--- src/rtl/reg_commit_queue.sv ---
// Commit queue between the ROB and the register file write port: in-order drain
// that pauses on misbranch, with youngest-match forwarding of still-queued values.
module reg_commit_queue #(
    parameter int DEPTH         = 4,
    parameter int REG_TAG_WIDTH = 5,
    parameter int DATA_WIDTH    = 32,
    parameter int ROB_TAG_WIDTH = 4
) (
    input  logic                     clk,
    input  logic                     rst,
    input  logic                     rdy,
    input  logic                     in_rob_valid,
    input  logic [REG_TAG_WIDTH-1:0] in_rob_index,
    input  logic [DATA_WIDTH-1:0]    in_rob_value,
    input  logic [ROB_TAG_WIDTH-1:0] in_rob_reorder,
    output logic                     out_rob_full,
    input  logic                     in_reg_misbranch,
    output logic [REG_TAG_WIDTH-1:0] out_reg_index,
    output logic [DATA_WIDTH-1:0]    out_reg_value,
    output logic [ROB_TAG_WIDTH-1:0] out_reg_reorder,
    input  logic [REG_TAG_WIDTH-1:0] in_decode_rs1,
    input  logic [REG_TAG_WIDTH-1:0] in_decode_rs2,
    output logic                     out_fwd_rs1_hit,
    output logic                     out_fwd_rs2_hit,
    output logic [DATA_WIDTH-1:0]    out_fwd_rs1_value,
    output logic [DATA_WIDTH-1:0]    out_fwd_rs2_value
);

    localparam int PTR_W = (DEPTH > 1) ? $clog2(DEPTH) : 1;
    localparam int CNT_W = PTR_W + 1;
    localparam logic [CNT_W-1:0] FULL_CNT = CNT_W'(DEPTH);

    logic [REG_TAG_WIDTH-1:0] idx_q [DEPTH];
    logic [DATA_WIDTH-1:0]    val_q [DEPTH];
    logic [ROB_TAG_WIDTH-1:0] tag_q [DEPTH];

    logic [PTR_W-1:0] head_q, head_d;
    logic [PTR_W-1:0] tail_q, tail_d;
    logic [CNT_W-1:0] count_q, count_d;

    logic enq_s;
    logic deq_s;

    // Handshake decode and next-state pointer/count arithmetic
    always_comb begin
        enq_s   = rdy & in_rob_valid & (count_q != FULL_CNT) &
                  (in_rob_index != {REG_TAG_WIDTH{1'b0}});
        deq_s   = rdy & ~in_reg_misbranch & (count_q != {CNT_W{1'b0}});
        head_d  = deq_s ? head_q + PTR_W'(1) : head_q;
        tail_d  = enq_s ? tail_q + PTR_W'(1) : tail_q;
        count_d = count_q + CNT_W'(enq_s) - CNT_W'(deq_s);
    end

    // Queue storage and pointers
    always_ff @(posedge clk or posedge rst) begin
        if (rst) begin
            head_q  <= {PTR_W{1'b0}};
            tail_q  <= {PTR_W{1'b0}};
            count_q <= {CNT_W{1'b0}};
            for (int i = 0; i < DEPTH; i++) begin
                idx_q[i] <= {REG_TAG_WIDTH{1'b0}};
                val_q[i] <= {DATA_WIDTH{1'b0}};
                tag_q[i] <= {ROB_TAG_WIDTH{1'b0}};
            end
        end else begin
            if (enq_s) begin
                idx_q[tail_q] <= in_rob_index;
                val_q[tail_q] <= in_rob_value;
                tag_q[tail_q] <= in_rob_reorder;
            end
            head_q  <= head_d;
            tail_q  <= tail_d;
            count_q <= count_d;
        end
    end

    // Register-file write port and full flag
    always_comb begin
        out_rob_full    = (count_q == FULL_CNT);
        out_reg_index   = deq_s ? idx_q[head_q] : {REG_TAG_WIDTH{1'b0}};
        out_reg_value   = deq_s ? val_q[head_q] : {DATA_WIDTH{1'b0}};
        out_reg_reorder = deq_s ? tag_q[head_q] : {ROB_TAG_WIDTH{1'b0}};
    end

    logic [PTR_W-1:0] pos_s;
    logic             m1_s;
    logic             m2_s;

    // Walk from oldest to youngest so the last match seen wins
    always_comb begin
        out_fwd_rs1_hit   = 1'b0;
        out_fwd_rs2_hit   = 1'b0;
        out_fwd_rs1_value = {DATA_WIDTH{1'b0}};
        out_fwd_rs2_value = {DATA_WIDTH{1'b0}};
        pos_s             = {PTR_W{1'b0}};
        m1_s              = 1'b0;
        m2_s              = 1'b0;
        for (int k = 0; k < DEPTH; k++) begin
            pos_s = head_q + PTR_W'(k);
            m1_s  = (CNT_W'(k) < count_q) & (in_decode_rs1 != {REG_TAG_WIDTH{1'b0}}) &
                    (idx_q[pos_s] == in_decode_rs1);
            m2_s  = (CNT_W'(k) < count_q) & (in_decode_rs2 != {REG_TAG_WIDTH{1'b0}}) &
                    (idx_q[pos_s] == in_decode_rs2);
            out_fwd_rs1_hit   = out_fwd_rs1_hit | m1_s;
            out_fwd_rs2_hit   = out_fwd_rs2_hit | m2_s;
            out_fwd_rs1_value = m1_s ? val_q[pos_s] : out_fwd_rs1_value;
            out_fwd_rs2_value = m2_s ? val_q[pos_s] : out_fwd_rs2_value;
        end
    end

endmodule

--- config.mk ---
export PLATFORM = sky130hd
export DESIGN_NAME = reg_commit_queue
export DESIGN_NICKNAME = d
export VERILOG_FILES = /design/src/rtl/reg_commit_queue.sv
export SDC_FILE = /design/constraint.sdc
export NUM_CORES = 1
export LEC_CHECK = 0
export ABC_AREA = 1
export CORE_ASPECT_RATIO = 0.75
export CORE_MARGIN = 5
export CORE_UTILIZATION = 31
export CTS_CLUSTER_DIAMETER = 40
export CTS_CLUSTER_SIZE = 20
export DETAILED_ROUTE_END_ITERATION = 10
export HOLD_SLACK_MARGIN = 0.15
export PLACE_DENSITY = 0.49
export SLEW_MARGIN = 20
export SYNTH_ARGS = -nofsm -noshare
export SYNTH_HDL_FRONTEND = slang
export SYNTH_SLANG_ARGS = --single-unit
--- constraint.sdc ---
create_clock -name clk -period 7.9 [get_ports clk]
set_input_delay 1.58 -clock clk [delete_from_list [all_inputs] [get_ports clk]]
set_output_delay 1.58 -clock clk [all_outputs]
set_load 0.05 [all_outputs]
Yosys cells after proc, flatten, opt, wreduce, memory -nomap -nowiden --
Index checks and enable logic that the tools add are counted. Widths: inputs -> output; s select.
Storage, ports and cells: output and inout port bits 108, word-level logic and storage cells 126, bits of input ports 56, register bits 171
Operators by class: bitwise gates (word level) 33, add/subtract/negate cells 6, order comparisons 10, reduce and logical (&&, ||, !) cells 5, multiplexer cells 47, equal/unequal tests 10
Operator list (count):
- $mux 32 | 18
- $bmux 32 s2 | 4
- $bwmux 128 | 1
- $demux 32 s2 | 1
- $mux 5 | 10
- $bmux 5 s2 | 4
- $eq 5x5->1 | 8
- $and 1x1->1 | 21
- $bwmux 20 | 1
- $bwmux 16 | 1
- $mux 4 | 4
- $ge 3x3->1 const B | 5
- $not 2->3 | 5
- $reduce_bool 5->1 | 3
- $demux 5 s2 | 1
- $bmux 4 s2 | 1
- $demux 4 s2 | 1
- $lt 1x3->1 const A | 2
- $lt 2x3->1 const A | 2
- $or 1x1->1 | 6
- $add 2x1->2 const B | 2
- $add 2x2->2 const B | 2
- $add 3x1->3 | 1
- $eq 3x3->1 const B | 1
- 6 further kinds | 6

Depth between registers and ports, before layout --
depth after elaboration 10, mapped depth 18, depth with buffers taken out 14

Worst setup path before layout --
Ideal clock, no wire load.
kind in2out, start input in_decode_rs1[4], end output out_fwd_rs1_value[10], arrival 3307 ps, path buffers 1, stages 11, required time 6320 ps, path slack 3013 ps, cells stage by stage inv_1 > nand3_1 > nand2_1 > inv_1 > nand2_1 > nor2_4 > buf_2 > nand4_1 > nand2_1 > nand3_1 > a21oi_1
On the way: word-level cells in the longest chain between the ends 7, elaborated cells on any way between the ends 17, classes of those cells eq/ne (4); mux (4); bitwise (8); reduce/logical (1)
Ends and longest elaborated chain:
- start, declared | RTL line 21 | input logic [REG_TAG_WIDTH-1:0] in_decode_rs1,
- $reduce_bool 5->1 | RTL line 100 | m1_s = (CNT_W'(k) < count_q) & (in_decode_rs1 != {REG_TAG_WIDTH{1'b0}}) &
- $and 1x1->1 (2 in series) | RTL line 100
- $mux 32 (3 in series) | RTL line 106 | out_fwd_rs1_value = m1_s ? val_q[pos_s] : out_fwd_rs1_value;
- $mux 32 * | RTL line 106
- end, declared | RTL line 25 | output logic [DATA_WIDTH-1:0] out_fwd_rs1_value,
Mark *: on every way between the ends. The rest lies on a longest branch, timed or not.

Worst setup path in the final report --
start register head_q[1], end output out_fwd_rs2_value[14]
On the way: word-level cells in the longest chain between the ends 10, elaborated cells on any way between the ends 43, classes of those cells add/sub (3); eq/ne (4); mux (28); bitwise (8)
Ends and longest elaborated chain:
- start, declared | RTL line 37 | logic [PTR_W-1:0] head_q, head_d;
- start signal, assigned | RTL line 57 | head_q <= {PTR_W{1'b0}};
- $add 2x1->2 / $not 2->3 (equally long branches) | RTL line 99, 103, 107
- $not 2->3 (implied by the code) / $bmux 5 s2 (equally long branches) | RTL line 103, 107
- $bmux 5 s2 / $mux 5 (equally long branches) | RTL line 103 | (idx_q[pos_s] == in_decode_rs2);
- $mux 5 (implied by the code) | RTL line 103
- $mux 5 (implied by the code) / $eq 5x5->1 (equally long branches) | RTL line 103
- $eq 5x5->1 / $and 1x1->1 (equally long branches) | RTL line 103, 102
- $and 1x1->1 / $mux 32 (equally long branches) | RTL line 102, 107
- $mux 32 (2 in series) | RTL line 107 | out_fwd_rs2_value = m2_s ? val_q[pos_s] : out_fwd_rs2_value;
- $mux 32 * | RTL line 107
- end, declared | RTL line 26 | output logic [DATA_WIDTH-1:0] out_fwd_rs2_value
Mark *: on every way between the ends. The rest lies on a longest branch, timed or not. The select of a mux whose other input is x is not followed.

==> qor.log <==
qor: setup_path.cp.buffers_inverters 2
qor: cts.worstSkewPairLatency 0.45 ns
qor: global_route.grt.total_usage 23.9%
qor: cts.h-tree-depth 4
qor: drt.detailedRoute.firstPassIterationCount 6
qor: timing.report.final.slew_viol_count 0
qor: cells_and_area.num-nets-final 2493
qor: cts.cts.clk_slew.worst_paths 0.07 ns
qor: setup_path.timing.critical_path.arrival 5.02 ns
qor: drt.wire_per_inst 20.4 um
qor: setup_path.path_class reg -> out
qor: yosys.yosys_warnings 0
qor: worst_hold_path.hold_path_class reg -> reg
qor: drt.drc_errors 0
qor: yosys.synth.top_cell.area_share 30.1%
qor: timing.totalNegativeSetupSlack 0 ns
qor: global_route.grt_antenna_before_repair 1
qor: cts.cts-buffers-inserted 17
qor: placement.io_buffer_count 163
qor: global_route.grt_pass1_vias 13800
qor: timing.rsz0062_at_grt no
qor: yosys.synth_most_common_cell nand2_1
qor: setup_path.cp_slowest_stage_delay 0.74 ns
qor: setup_path.crit_path_start_kind register
qor: drt.detail_route.iter0.violations 1937
qor: cts.cts.sinks 171
qor: cts.cts_root_buffer clkbuf_16
qor: timing.hold_viol 0
qor: run.max_cap_violations 0
qor: setup_path.path_delay_family simple AND/OR/NAND/NOR gates
qor: drt.drt_wl_total 61.9 mm
qor: placement.global_placement_routability_congestion 0.915
qor: cts.cts_hold_buf 0
qor: yosys.synthTopCellsByArea dfrtp_1, nand2_1, o21ai_0
qor: drt.vias 15600
qor: run_status.outcome complete, no violations
qor: setup_path.critical-path-top-cell-by-count nand2_1
qor: timing.layout_min_cycle_time 6.60 ns
qor: yosys.syn_area_cell 5.95 um^2
qor: cts.cts.path.max_buffers 2
qor: timing.final.setup_skew 0.0149 ns
qor: floorplan.fp.dieW 257 um
qor: yosys.synth_top_cell_by_area dfrtp_1
qor: cells_and_area.area_growth 18.6%
qor: yosys.synth_area 0.0142 mm^2
qor: yosys.synth_top_cells_by_count nand2_1, o21ai_0, nor2_1
qor: global_route.overall_overflow_remaining_after_global_route 0
qor: placement.dpl_cell_area 0.0162 mm^2
qor: yosys.synth_instances 2387
qor: yosys.yosysSeqAreaShare 30.1%
qor: setup_path.critical_path.slowest_cell dfrtp_1
qor: setup_path.timing.critical_path.cells nand2_1, nand2_4, nand3_1, nand3_1, nand2_1, nor2_2, buf_4, nand3_2, nand2_1, nand3_1, nand2_1, nand2_1, buf_4
qor: floorplan.core-area 0.0457 mm^2
qor: yosys.synth_cell_type_count 32
qor: placement.detailed_placer_s_ending_hpwl 44.7 mm
qor: floorplan.core.rowCount 68
qor: yosys.synthArstFlopShare 100%
qor: floorplan.die-height 195 um
qor: drt.post_drt_antenna_nets 0
qor: cells_and_area.final_design_area_no_fill 0.0169 mm^2
qor: cells_and_area.drive_above_1_share 7.29%
qor: cts.cts_tree built
qor: global_route.grt_max_degree 122
qor: yosys.ys_seq_elements 171
qor: timing.setup_viol 0
qor: yosys.synth-edff-count 0
qor: global_route.grt_first_pass_wirelength 92.3 mm
qor: floorplan.floorplan.initialDensity 31.1%
qor: setup_path.setup.worst_path.end_class output port
qor: timing.max_freq 0.152 GHz
qor: floorplan.ioPinCount 164
qor: drt.vias_per_cell 5.14
qor: cts.postCtsSetupBuffers 0
qor: timing.fin_hold_ws 0.514 ns
qor: timing.period_share 83.5%
qor: setup_path.worstPathMaxFanout 78
qor: timing.tightest_slew 1.15 ns
qor: setup_path.worstPathRequired 6.32 ns
qor: yosys.synthFlopType dfrtp_1
qor: timing.slew-limit-headroom 22.3%
qor: cells_and_area.antennaDiodeCount 0
qor: cts.cts_resized 0
qor: floorplan.die-area 0.0503 mm^2
qor: yosys.synth.net_count 2452
qor: cells_and_area.finalCoreUtilization 36.9%
-- sequential cells by signal (all words and copies together) (netlist names) --
signal   cells
count_q      3
tag_q       16
idx_q       20
tail_q       2
val_q      128
head_q       2
-- path summary, 6_finish.rpt --
kind / start / end / slack, ns / cells after the start
worst min register to register: tag_q[15] / tag_q[15] / 0.51 / 2
worst min-delay path: tag_q[15] / tag_q[15] / 0.51 / 2
worst max-delay path: head_q[1] / out_fwd_rs2_value[14] / 1.30 / 13
max in group asynchronous: rst / val_q[108] / 5.12 / 3
min in group asynchronous: rst / tag_q[2] / 1.57 / 2
worst max register to register: count_q[2] / val_q[97] / 5.18 / 8
-- logic make-up after synthesis --
logic type	synth area share, %
simple gates	38.0
xor+xnor	0.493
flops	30.1
buf+inv	12.6
fa+ha+maj	0.845
compound gates	17.9
-- cell type report --
| cell class | instances | area [um^2] |
|---|---|---|
| Fill cell | 4908 | 28800 |
| Multi-Input combinational cell | 1789 | 8180 |
| Sequential cell | 171 | 4280 |
| Timing Repair Buffer | 188 | 2000 |
| Inverter | 261 | 985 |
| Tap cell | 595 | 744 |
| Clock buffer | 17 | 425 |
| Clock inverter | 15 | 234 |
-- metal layers --
layer	GRT usage (%)	share of wire (%)	vias up
met5	0	0.011	-
met4	2.96	0.70	2
met3	7.83	11	34
met2	29.9	36	696
met1	39.4	52	7209
li1	-	-	7679
-- stage by stage --
step / setup WS [ns] / std cells
floorplan: 1.69 / 2387
global placement: 1.72 / 3004
detailed placement: 1.71 / 3004
CTS: 1.37 / 3036
global route: 0.967 / 3036
finish: 1.30 / 3036
-- worst register-to-register path: stages, from the launching register on --
cell and delay (ns):
dfrtp_1 0.45, inv_1 0.13, nor3_1 0.07, nor2_1 0.24, o21ai_4 0.29, nor2_4 0.62, buf_4 0.59, nand2_1 0.14
o21ai_0 0.10
-- cell usage in the layout (no fill, tap or decap), drive strengths merged --
cell type / Yosys / final
a21oi: 32 / 32
a221oi: 4 / 4
and2: 1 / 1
buf: 99 / 91
bufinv: 0 / 5
clkbuf: 67 / 17
clkdlybuf4s50: 0 / 97
clkinv: 0 / 2
clkinvlp: 0 / 2
dfrtp: 171 / 171
fa: 1 / 1
ha: 8 / 8
inv: 261 / 267
nand2: 776 / 776
nand3: 125 / 125
nand4: 91 / 91
nor2: 273 / 273
nor3: 3 / 3
o2111ai: 1 / 1
o21a: 50 / 50
o21ai: 386 / 386
o22ai: 4 / 4
or2: 25 / 25
or4: 1 / 1
xor2: 8 / 8
Power is left out: the tool's default activity adds up to more than one toggle a clock period on the data nets, which glitch-free logic cannot reach.
